[src/rtl/sprite_compositor.sv]
// Per-pixel sprite layer compositor: picks the top layer by fixed priority,
// drives the sprite ROM, produces the palette index two cycles later and
// gathers per-frame bullet/enemy and enemy/player overlap flags.
module sprite_compositor #(
  parameter int N_ENEMY      = 4,
  parameter int ADDR_W       = 13,
  parameter int COLOR_W      = 4,
  parameter int TRANSPARENT  = 0,
  parameter int BG_COLOR     = 1,
  parameter int BULLET_COLOR = 15
) (
  input  logic                        Clk,
  input  logic                        Reset,
  input  logic                        pixel_valid,
  input  logic                        frame_start,
  input  logic [8:0]                  PixelX,
  input  logic [8:0]                  PixelY,
  input  logic [N_ENEMY-1:0]          enemy_is_obj,
  input  logic [N_ENEMY*ADDR_W-1:0]   enemy_address,
  input  logic                        player_is_obj,
  input  logic [ADDR_W-1:0]           player_address,
  input  logic                        bullet_is_obj,
  output logic [ADDR_W:0]             rom_addr,
  input  logic [COLOR_W-1:0]          rom_data,
  output logic [COLOR_W-1:0]          color_out,
  output logic                        color_valid,
  output logic [8:0]                  out_x,
  output logic [8:0]                  out_y,
  output logic [N_ENEMY-1:0]          hit_vec,
  output logic                        player_contact,
  output logic                        hit_strobe
);

  typedef enum logic [1:0] {TAG_BG, TAG_ENEMY, TAG_PLAYER, TAG_BULLET} tag_e;

  localparam logic [COLOR_W-1:0] BG_C     = COLOR_W'(BG_COLOR);
  localparam logic [COLOR_W-1:0] BULLET_C = COLOR_W'(BULLET_COLOR);
  localparam logic [COLOR_W-1:0] TRANS_C  = COLOR_W'(TRANSPARENT);

  // Sprite layers show their ROM colour; a transparent texel falls to the
  // background colour, never to a lower sprite.
  function automatic logic [COLOR_W-1:0] resolve_color(tag_e tag, logic [COLOR_W-1:0] rd);
    case (tag)
      TAG_BULLET: return BULLET_C;
      TAG_BG:     return BG_C;
      default:    return (rd == TRANS_C) ? BG_C : rd;
    endcase
  endfunction

  tag_e               tag_d, tag_p1_q, tag_p2_q;
  logic [ADDR_W:0]    rom_addr_d, rom_addr_q;
  logic [ADDR_W-1:0]  enemy_sel_addr;
  logic               vld_p1_q, vld_p2_q;
  logic [8:0]         x_p1_q, y_p1_q, x_p2_q, y_p2_q;

  logic [N_ENEMY-1:0] hit_terms, hit_acc_d, hit_acc_q, hit_vec_q;
  logic               contact_term, contact_acc_d, contact_acc_q;
  logic               player_contact_q, hit_strobe_q;

  // Layer selection: winner tag and the ROM address it needs (held otherwise).
  always_comb begin
    tag_d          = TAG_BG;
    rom_addr_d     = rom_addr_q;
    enemy_sel_addr = '0;
    for (int i = N_ENEMY - 1; i >= 0; i--) begin
      if (enemy_is_obj[i]) enemy_sel_addr = enemy_address[i*ADDR_W +: ADDR_W];
    end
    if (bullet_is_obj) begin
      tag_d = TAG_BULLET;
    end else if (player_is_obj) begin
      tag_d      = TAG_PLAYER;
      rom_addr_d = {1'b1, player_address};
    end else if (|enemy_is_obj) begin
      tag_d      = TAG_ENEMY;
      rom_addr_d = {1'b0, enemy_sel_addr};
    end
  end

  // Stage 1: register winner, ROM address and coordinates.
  always_ff @(posedge Clk) begin
    if (Reset) begin
      tag_p1_q   <= TAG_BG;
      rom_addr_q <= '0;
      vld_p1_q   <= 1'b0;
      x_p1_q     <= '0;
      y_p1_q     <= '0;
    end else begin
      tag_p1_q   <= tag_d;
      rom_addr_q <= rom_addr_d;
      vld_p1_q   <= pixel_valid;
      x_p1_q     <= PixelX;
      y_p1_q     <= PixelY;
    end
  end

  // Stage 2: align tag and coordinates with the ROM data returning this cycle.
  always_ff @(posedge Clk) begin
    if (Reset) begin
      tag_p2_q <= TAG_BG;
      vld_p2_q <= 1'b0;
      x_p2_q   <= '0;
      y_p2_q   <= '0;
    end else begin
      tag_p2_q <= tag_p1_q;
      vld_p2_q <= vld_p1_q;
      x_p2_q   <= x_p1_q;
      y_p2_q   <= y_p1_q;
    end
  end

  // Overlap terms count only on visible pixels; frame_start reloads rather than clears.
  always_comb begin
    hit_terms     = pixel_valid ? (enemy_is_obj & {N_ENEMY{bullet_is_obj}}) : '0;
    contact_term  = pixel_valid & player_is_obj & (|enemy_is_obj);
    hit_acc_d     = frame_start ? hit_terms : (hit_acc_q | hit_terms);
    contact_acc_d = frame_start ? contact_term : (contact_acc_q | contact_term);
  end

  // Per-frame accumulation and report registers.
  always_ff @(posedge Clk) begin
    if (Reset) begin
      hit_acc_q        <= '0;
      contact_acc_q    <= 1'b0;
      hit_vec_q        <= '0;
      player_contact_q <= 1'b0;
      hit_strobe_q     <= 1'b0;
    end else begin
      hit_acc_q     <= hit_acc_d;
      contact_acc_q <= contact_acc_d;
      hit_strobe_q  <= frame_start;
      if (frame_start) begin
        hit_vec_q        <= hit_acc_q;
        player_contact_q <= contact_acc_q;
      end
    end
  end

  assign rom_addr       = rom_addr_q;
  assign color_out      = resolve_color(tag_p2_q, rom_data);
  assign color_valid    = vld_p2_q;
  assign out_x          = x_p2_q;
  assign out_y          = y_p2_q;
  assign hit_vec        = hit_vec_q;
  assign player_contact = player_contact_q;
  assign hit_strobe     = hit_strobe_q;

endmodule

[config.mk]
export PLATFORM = sky130hd
export DESIGN_NAME = sprite_compositor
export DESIGN_NICKNAME = d
export VERILOG_FILES = /design/src/rtl/sprite_compositor.sv
export SDC_FILE = /design/constraint.sdc
export NUM_CORES = 1
export LEC_CHECK = 0
export ABC_AREA = 1
export BUFFER_PORTS_ARGS = -buffer_cell sky130_fd_sc_hd__buf_2
export CORE_ASPECT_RATIO = 0.9
export CORE_MARGIN = 2
export CORE_UTILIZATION = 30
export DETAILED_ROUTE_END_ITERATION = 7
export PLACE_DENSITY = 0.66
export SYNTH_ARGS = -nofsm -noshare
export SYNTH_HDL_FRONTEND = slang
export SYNTH_SLANG_ARGS = --single-unit
[constraint.sdc]
create_clock -name Clk -period 2.16 [get_ports Clk]
set_input_delay 0.432 -clock Clk [delete_from_list [all_inputs] [get_ports Clk]]
set_output_delay 0.432 -clock Clk [all_outputs]
set_load 0.05 [all_outputs]
### Yosys cells after proc, flatten, opt, wreduce, memory -nomap -nowiden

Cells that the tools add are included.

* register bits after elaboration: 67
* bits in latches: 0
* memory bits (writable): 0
* bits in read-only memories: 0
* input bits: 97
* output and inout bits: 43
* word-level logic and storage cells: 40
* memories kept: 0

* $add $sub $neg: 0
* multipliers: 0
* divide/modulo/power cells: 0
* $lt $le $gt $ge: 0
* eq/ne operators: 1
* shift operators: 0
* mux-type cells: 14
* bitwise operators: 6
* reduce and logical (&&, ||, !) cells: 5

Operators with widths (number)
* 2-to-1 mux 13 bit: 4
* 2-to-1 mux 14 bit: 2
* 2-to-1 mux 4 bit: 3
* one-hot mux 4 bit (2 select lines): 1
* bitwise AND 4 bit: 1
* zero test 4 bit: 1
* 2-to-1 mux 2 bit: 2
* bitwise OR 4 bit: 1
* OR reduction 4 bit: 1
* bitwise AND 1 bit: 2
* equality test 2 bit, second input constant: 1
* zero test 2 bit: 1
* 2-to-1 mux 1 bit: 2
* AND reduction 2 bit: 1
* nonzero test 2 bit: 1
* inverter 1 bit: 1
* bitwise OR 1 bit: 1

### Depth between registers and ports, before layout

Gate-level depths: netlist of run 1.

* word-level depth: 6
* depth in mapped cells: 9

### Least setup slack after synthesis of run 1

No wires, ideal clock.

* path kind: input-to-output
* from: input rom_data[1]
* to: output color_out[0]
* arrival: 1.644 ns
* required time: 1.728 ns
* setup slack: 0.084 ns
* stages on the path: 1
* cell sequence: o31ai_1

* longest elaborated chain between the ends: 3

Ends and longest elaborated chain
* start: declaration: line 24 `input logic [COLOR_W-1:0] rom_data,`
* zero test 4 bit: line 46 `default: return (rd == TRANS_C) ? BG_C : rd;`
* 2-to-1 mux 4 bit: line 46
* one-hot mux 4 bit (2 select lines): line 43 `case (tag)`
* end: declaration: line 25 `output logic [COLOR_W-1:0] color_out,`

No other way between the ends.

### Worst setup path after layout of run 1

* from: register tag_p2_q[0]
* to: output color_out[0]

* longest elaborated chain between the ends: 2

Ends and longest elaborated chain
* start: declaration: line 50 `tag_e tag_d, tag_p1_q, tag_p2_q;`
* start signal: assignment: line 104 `tag_p2_q <= tag_p1_q;`
* equality test 2 bit / zero test 2 bit (equally long branches): line 43
* one-hot mux 4 bit (2 select lines) *: line 43

Every way passes the cells marked *; elsewhere a longest branch is shown, timed or not.

==> results.py, run 1 <==
metrics = {
    "timing": {
        "fin_skew_ps": 6.71,
        "max_freq_mhz": 524,
        "hold_viol_final": 0,
        "tightest_slew_ps": 566,
        "slew_headroom_pct": 62.2,
        "drv_slew": 0,
        "rsz0062_at_grt": "no",
        "tns_ps": 0,
        "setup_viol": 0,
        "final.min_clock_period_ps": 1910,
        "finalCritPeriodShare_pct": 88.3,
        "fin_ws_ps": 252,
    },
    "critical_path": {
        "r2r_setup_slack_ps": 1510,
        "cp.required_ps": 1730,
        "worstSetupPathType": "reg2out",
        "slowest_delay_ps": 330,
        "cp-start-kind": "flop",
        "worstPathArrival_ps": 1480,
        "cp.depth": 5,
        "cp_top_family": "buffers and inverters",
        "crit_fanout": 4,
        "crit_path_cell_trace": "ha_1, inv_1, nor2_1, o31ai_1, buf_2",
        "slowest_stage": "ha_1",
        "worst_setup_path_end_kind": "primary output",
        "r2r_cells": 2,
        "cp.buffers_inverters": 2,
    },
    "floorplan": {
        "dieArea_mm2": 0.0100,
        "fp.dieW_um": 105,
        "die_y_um": 95.1,
        "std_cell_rows": 33,
        "io_pins": 140,
        "core_area_mm2": 0.00904,
        "start_util_pct": 30.6,
    },
    "detailed_routing": {
        "drc": 0,
        "drt_first_pass_iters": 4,
        "vias": 2849,
        "drtIter0Drc": 74,
        "vias_per_cell": 4.36,
        "wl_um": 7390,
        "ant_nets": 0,
        "wire_per_inst_um": 11.3,
    },
    "placement": {
        "post-dp-hpwl_um": 5570,
        "portBuffers": 139,
        "place_congestion": 0.783,
        "dp_slack_ps": 523,
    },
    "yosys": {
        "yosysUniqueCellTypes": 19,
        "synth-edff-count": 0,
        "synth_area_mm2": 0.00277,
        "yosysWarnings": 0,
        "synth.area.top_cells": "dfxtp_1 48%, nand2_1 11%, a21oi_1 11%",
        "synth_compound_area_share_pct": 12.1,
        "synth-seq-cells": 67,
        "synth_nets": 495,
        "synth_top_family_by_area": "simple AND/OR/NAND/NOR gates",
        "syn_inst": 397,
        "yosys.area.top_type": "dfxtp_1",
        "synth_xor_area_share_pct": 0,
        "synth_top_cell_area_share_pct": 48.5,
        "avgSynthCellArea_um2": 6.97,
        "synth_async_sr_flop_share_pct": 0,
        "synthMuxAreaShare_pct": 0,
        "synthAdderAreaFrac_pct": 0.452,
        "synthSimpleGateAreaFrac_pct": 26.1,
        "ys.flop_type": "dfxtp_1",
        "seq_area_frac_synth_pct": 48.5,
    },
    "cts": {
        "postCtsHoldBufs": 0,
        "clkTransAtPathRegs_ps": 80,
        "cts.sinks": 67,
        "cts_tree": "yes",
        "htreeDepth": 3,
        "cts_resized": 0,
        "clock_latency_ps": 330,
        "cts_buffers": 9,
        "clock_path_buffers": 2,
        "cts_root_buffer": "clkbuf_8",
        "post_cts_buffers": 0,
    },
    "finish": {
        "final_common_cell": "buf_2",
        "multiInputGateArea_mm2": 0.00107,
        "final_cell_mix": "139 x buf_2, 80 x nand2_1, 78 x nor2_1",
        "n_fill_cell": 989,
        "layout.nets": 625,
        "drive_above_1_share_pct": 30.8,
        "antenna_cells": 0,
        "syn2layout_area_growth_pct": 34.5,
        "final-seq-area_mm2": 0.00134,
    },
    "hold_path": {
        "holdPathStages": 3,
        "hp-class": "in2reg",
    },
    "grt": {
        "grt_pass1_wl_um": 11900,
        "track_usage_pct": 14.8,
        "grt_pass1_vias": 2728,
        "grt_max_degree": 37,
        "grt_overflow": 0,
        "antenna_found_initial": 0,
    },
    "run_status": {
        "run_status": "finished clean",
    },
    "power": {
        "ir_drop_v": 0.000398,
        "power.density_mw_per_mm2": 778,
        "total_power_w": 0.00290,
        "p_leak_nw": 1.99,
    },
    "job": {
        "cap_violations": 0,
    },
}
-- state kept, by name, indices dropped and copies added (netlist names) --
name,flops
color_valid,1
contact_acc_q,1
hit_acc_q,4
hit_strobe,1
hit_vec,4
out_x,9
out_y,9
player_contact,1
rom_addr,14
tag_p1_q,2
tag_p2_q,2
vld_p1_q,1
x_p1_q,9
y_p1_q,9
-- logic make-up (layout without fill, tap and decap cells) --
kind of cell | Yosys count | count (layout)
flip-flops | 67 | 67
adder cells (fa/ha/maj) | 1 | 1
AO/OA/AOI/OAI | 66 | 66
buffers and inverters | 83 | 218
AND/OR/NAND/NOR | 180 | 180
-- final cells by class --
class	count	area share, %
Clock buffer	10	3.70
Clock inverter	6	1.75
Inverter	60	6.05
Multi-Input combinational cell	247	28.7
Sequential cell	67	36.0
Tap cell	122	4.10
Timing Repair Buffer	142	19.6
-- worst register-to-register path: cells and delay by family (launching register included) --
family / cells / cell delay, ps
and+or+nand+nor: 1 / 60
DFF: 1 / 360
AOI/OAI and AO/OA: 1 / 160
-- worst paths after layout --
path | to | from
worst min-delay path | x_p1_q[0]$_SDFF_PP0_ | PixelX[0]
worst min register to register | out_x[0]$_SDFF_PP0_ | x_p1_q[0]$_SDFF_PP0_
worst max register to register | rom_addr[10]$_SDFFE_PP0P_ | rom_addr[10]$_SDFFE_PP0P_
worst max-delay path | color_out[0] | tag_p2_q[0]$_SDFF_PP0_
-- report_power, final --
group          switching [W]  total (W)  internal, W
Clock               0.000487    0.00105     0.000562
Sequential         0.0000233    0.00132      0.00130
Combinational       0.000355   0.000523     0.000168
Total               0.000865    0.00290      0.00203
-- cell usage after synthesis (2+ instances only) --
cell type  number
buf_2           9
dfxtp_1        67
clkbuf_1        9
inv_2           2
o21ai_0         5
nand3_1        18
buf_6           4
nand2_1        80
nor2_1         78
a21oi_1        59
inv_1          58
-- per-layer routing --
metal	track usage (%)	wire length, um	part of all wire (%)	vias to the layer above
met2	27.4	3740	51	68
li1	-	-	-	1464
met5	0	0	0	-
met3	4.24	384	5.2	7
met1	16.4	3190	43	1310
met4	4.44	72	0.97	0
-- stage by stage --
step / hold slack (ps) / std cells / util [%] / instance area, um2
final: 291 / 654 / 41.2 / 3720
after global routing: 271 / 654 / 41.2 / 3720
after CTS: 279 / 654 / 41.2 / 3720
after detailed placement: 392 / 638 / 38.9 / 3520
after global placement: 389 / 638 / 38.9 / 3520
after floorplan: 388 / 397 / - / 2770
(Power assumes the default switching activity.)
==> inputs of run 2 (changes only) <==
==> constraint.sdc (replaced) <==
create_clock -name Clk -period 2.16 [get_ports Clk]
set_input_delay 0.108 -clock Clk [delete_from_list [all_inputs] [get_ports Clk]]
set_output_delay 0.108 -clock Clk [all_outputs]
set_load 0.05 [all_outputs]
==> results.py, run 2 (synthesis gave the netlist of run 1 again) <==
metrics = {
    "hold_path": {
        "hp-class": "in2reg",
        "holdPathStages": 3,
    },
    "grt": {
        "grt_max_degree": 51,
        "antenna_found_initial": 0,
        "grt_overflow": 0,
        "grt_pass1_vias": 2734,
        "track_usage_pct": 14.9,
        "grt_pass1_wl_um": 11900,
    },
    "timing": {
        "final.min_clock_period_ps": 1580,
        "fin_skew_ps": 5.42,
        "max_freq_mhz": 634,
        "finalCritPeriodShare_pct": 73.0,
        "rsz0062_at_grt": "no",
        "slew_headroom_pct": 66.6,
        "hold_viol_final": 0,
        "worst_hold_slack_ps": 39.2,
        "tns_ps": 0,
        "tightest_slew_ps": 501,
        "setup_viol": 0,
        "drv_slew": 0,
    },
    "cts": {
        "cts_root_buffer": "clkbuf_8",
        "cts_buffers": 9,
        "clkTransAtPathRegs_ps": 70,
        "htreeDepth": 3,
        "cts_tree": "yes",
        "clock_path_buffers": 2,
        "post_cts_buffers": 0,
        "cts.sinks": 67,
        "clock_latency_ps": 330,
    },
    "detailed_routing": {
        "drc": 0,
        "wl_um": 7440,
        "vias_per_cell": 4.33,
        "vias": 2902,
        "drtIter0Drc": 92,
        "wire_per_inst_um": 11.1,
        "drt_first_pass_iters": 4,
        "ant_nets": 0,
    },
    "critical_path": {
        "regToRegStartpoint": "hit_acc_q[2]$_SDFF_PP0_",
        "cp.required_ps": 2050,
        "worstPathArrival_ps": 1470,
        "crit_fanout": 4,
        "worstSetupPathType": "reg2out",
        "r2r_setup_slack_ps": 1540,
        "critPathCapture": "color_out[1]",
        "r2r_end": "hit_acc_q[2]$_SDFF_PP0_",
        "cp-start-kind": "flop",
        "worst_setup_path_end_kind": "primary output",
        "startpoint": "tag_p2_q[0]$_SDFF_PP0_",
        "r2r_cells": 2,
    },
    "finish": {
        "final_cell_mix": "139 x buf_2, 80 x nand2_1, 78 x nor2_1",
        "final-seq-area_mm2": 0.00134,
        "syn2layout_area_growth_pct": 40.2,
        "n_fill_cell": 953,
        "antenna_cells": 0,
        "final_common_cell": "buf_2",
        "drive_above_1_share_pct": 29.2,
        "largest_reg_flops": 14,
        "multiInputGateArea_mm2": 0.00107,
        "layout.nets": 641,
    },
    "floorplan": {
        "dieArea_mm2": 0.0100,
        "std_cell_rows": 33,
        "fp.dieW_um": 105,
        "io_pins": 140,
        "start_util_pct": 30.6,
        "core_area_mm2": 0.00904,
        "die_y_um": 95.1,
    },
    "power": {
        "p_sw_share_pct": 28.4,
        "p_int_w": 0.00213,
        "comb_power_share_pct": 18.2,
        "ir_drop_v": 0.000361,
        "total_power_w": 0.00298,
        "switchingPower_w": 0.000844,
        "p_leak_nw": 2.07,
        "power.density_mw_per_mm2": 767,
        "clock_power_share_pct": 37.3,
        "seq_power_share_pct": 44.5,
    },
    "job": {
        "cap_violations": 0,
    },
    "placement": {
        "portBuffers": 139,
        "post-dp-hpwl_um": 5520,
        "place_congestion": 0.771,
    },
    "run_status": {
        "run_status": "finished clean",
    },
}
[run 2: cell count changes in the layout (fill, tap and decap cells not counted), sizes merged]
cell	before	now
bufinv	1	2
clkbuf	10	11
buf	142	140
clkinvlp	4	1
dlygate4sd3	0	18
clkinv	1	2
[run 2: per-stage QoR]
stage                     utilization (%)  setup WS, ps  std cells  cell area (um2)
after floorplan                         -           732        397             2770
after global placement               38.6           936        636             3490
after detailed placement             38.6           868        636             3490
after CTS                            42.9           562        670             3880
after global routing                 42.9           446        670             3880
final                                42.9           582        670             3880
[run 2: power groups by stage]
stage	registers (W)	clock network (W)	logic, W
2_1_floorplan	0.00148	0	0.000222
3_3_place_gp	0.00135	0	0.000512
3_5_place_dp	0.00135	0	0.000519
4_1_cts	0.00132	0.00114	0.000546
5_1_grt	0.00133	0.00120	0.000598
6_report	0.00132	0.00111	0.000543
[run 2: timing repair]
action                                  4_1_cts  5_1_grt
hold endpoints to repair                     18        0
resized for setup                             0        0
hold buffers                                 18        0
endpoints found under the setup margin        0        0
[run 2: worst max-delay path, stage by stage (launching register included)]
cell	delay, ps
dfxtp_1	300
ha_1	330
inv_1	90
nand2_1	90
nand2_1	70
buf_2	260
[run 2: worst min path at each step]
stage | from | end
after floorplan | pixel_valid | vld_p1_q$_SDFF_PP0_
after global placement | PixelX[5] | x_p1_q[5]$_SDFF_PP0_
after detailed placement | PixelY[1] | y_p1_q[1]$_SDFF_PP0_
after CTS | pixel_valid | vld_p1_q$_SDFF_PP0_
after global routing | pixel_valid | vld_p1_q$_SDFF_PP0_
final | pixel_valid | vld_p1_q$_SDFF_PP0_
[run 2: area by class of cell]
cell class	count	share of cell area, %
Sequential cell	67	34.6
Inverter	60	5.80
Timing Repair Buffer	158	22.8
Clock inverter	5	2.00
Clock buffer	11	3.38
Multi-Input combinational cell	247	27.6
Tap cell	122	3.93
[run 2: metal layers]
metal / vias up / share of wire (%) / global-route usage (%)
met5: - / 0 / 0
met1: 1303 / 43 / 16.7
met3: 13 / 6.6 / 4.99
met4: 0 / 2.0 / 5.56
li1: 1496 / - / -
met2: 90 / 49 / 26.5
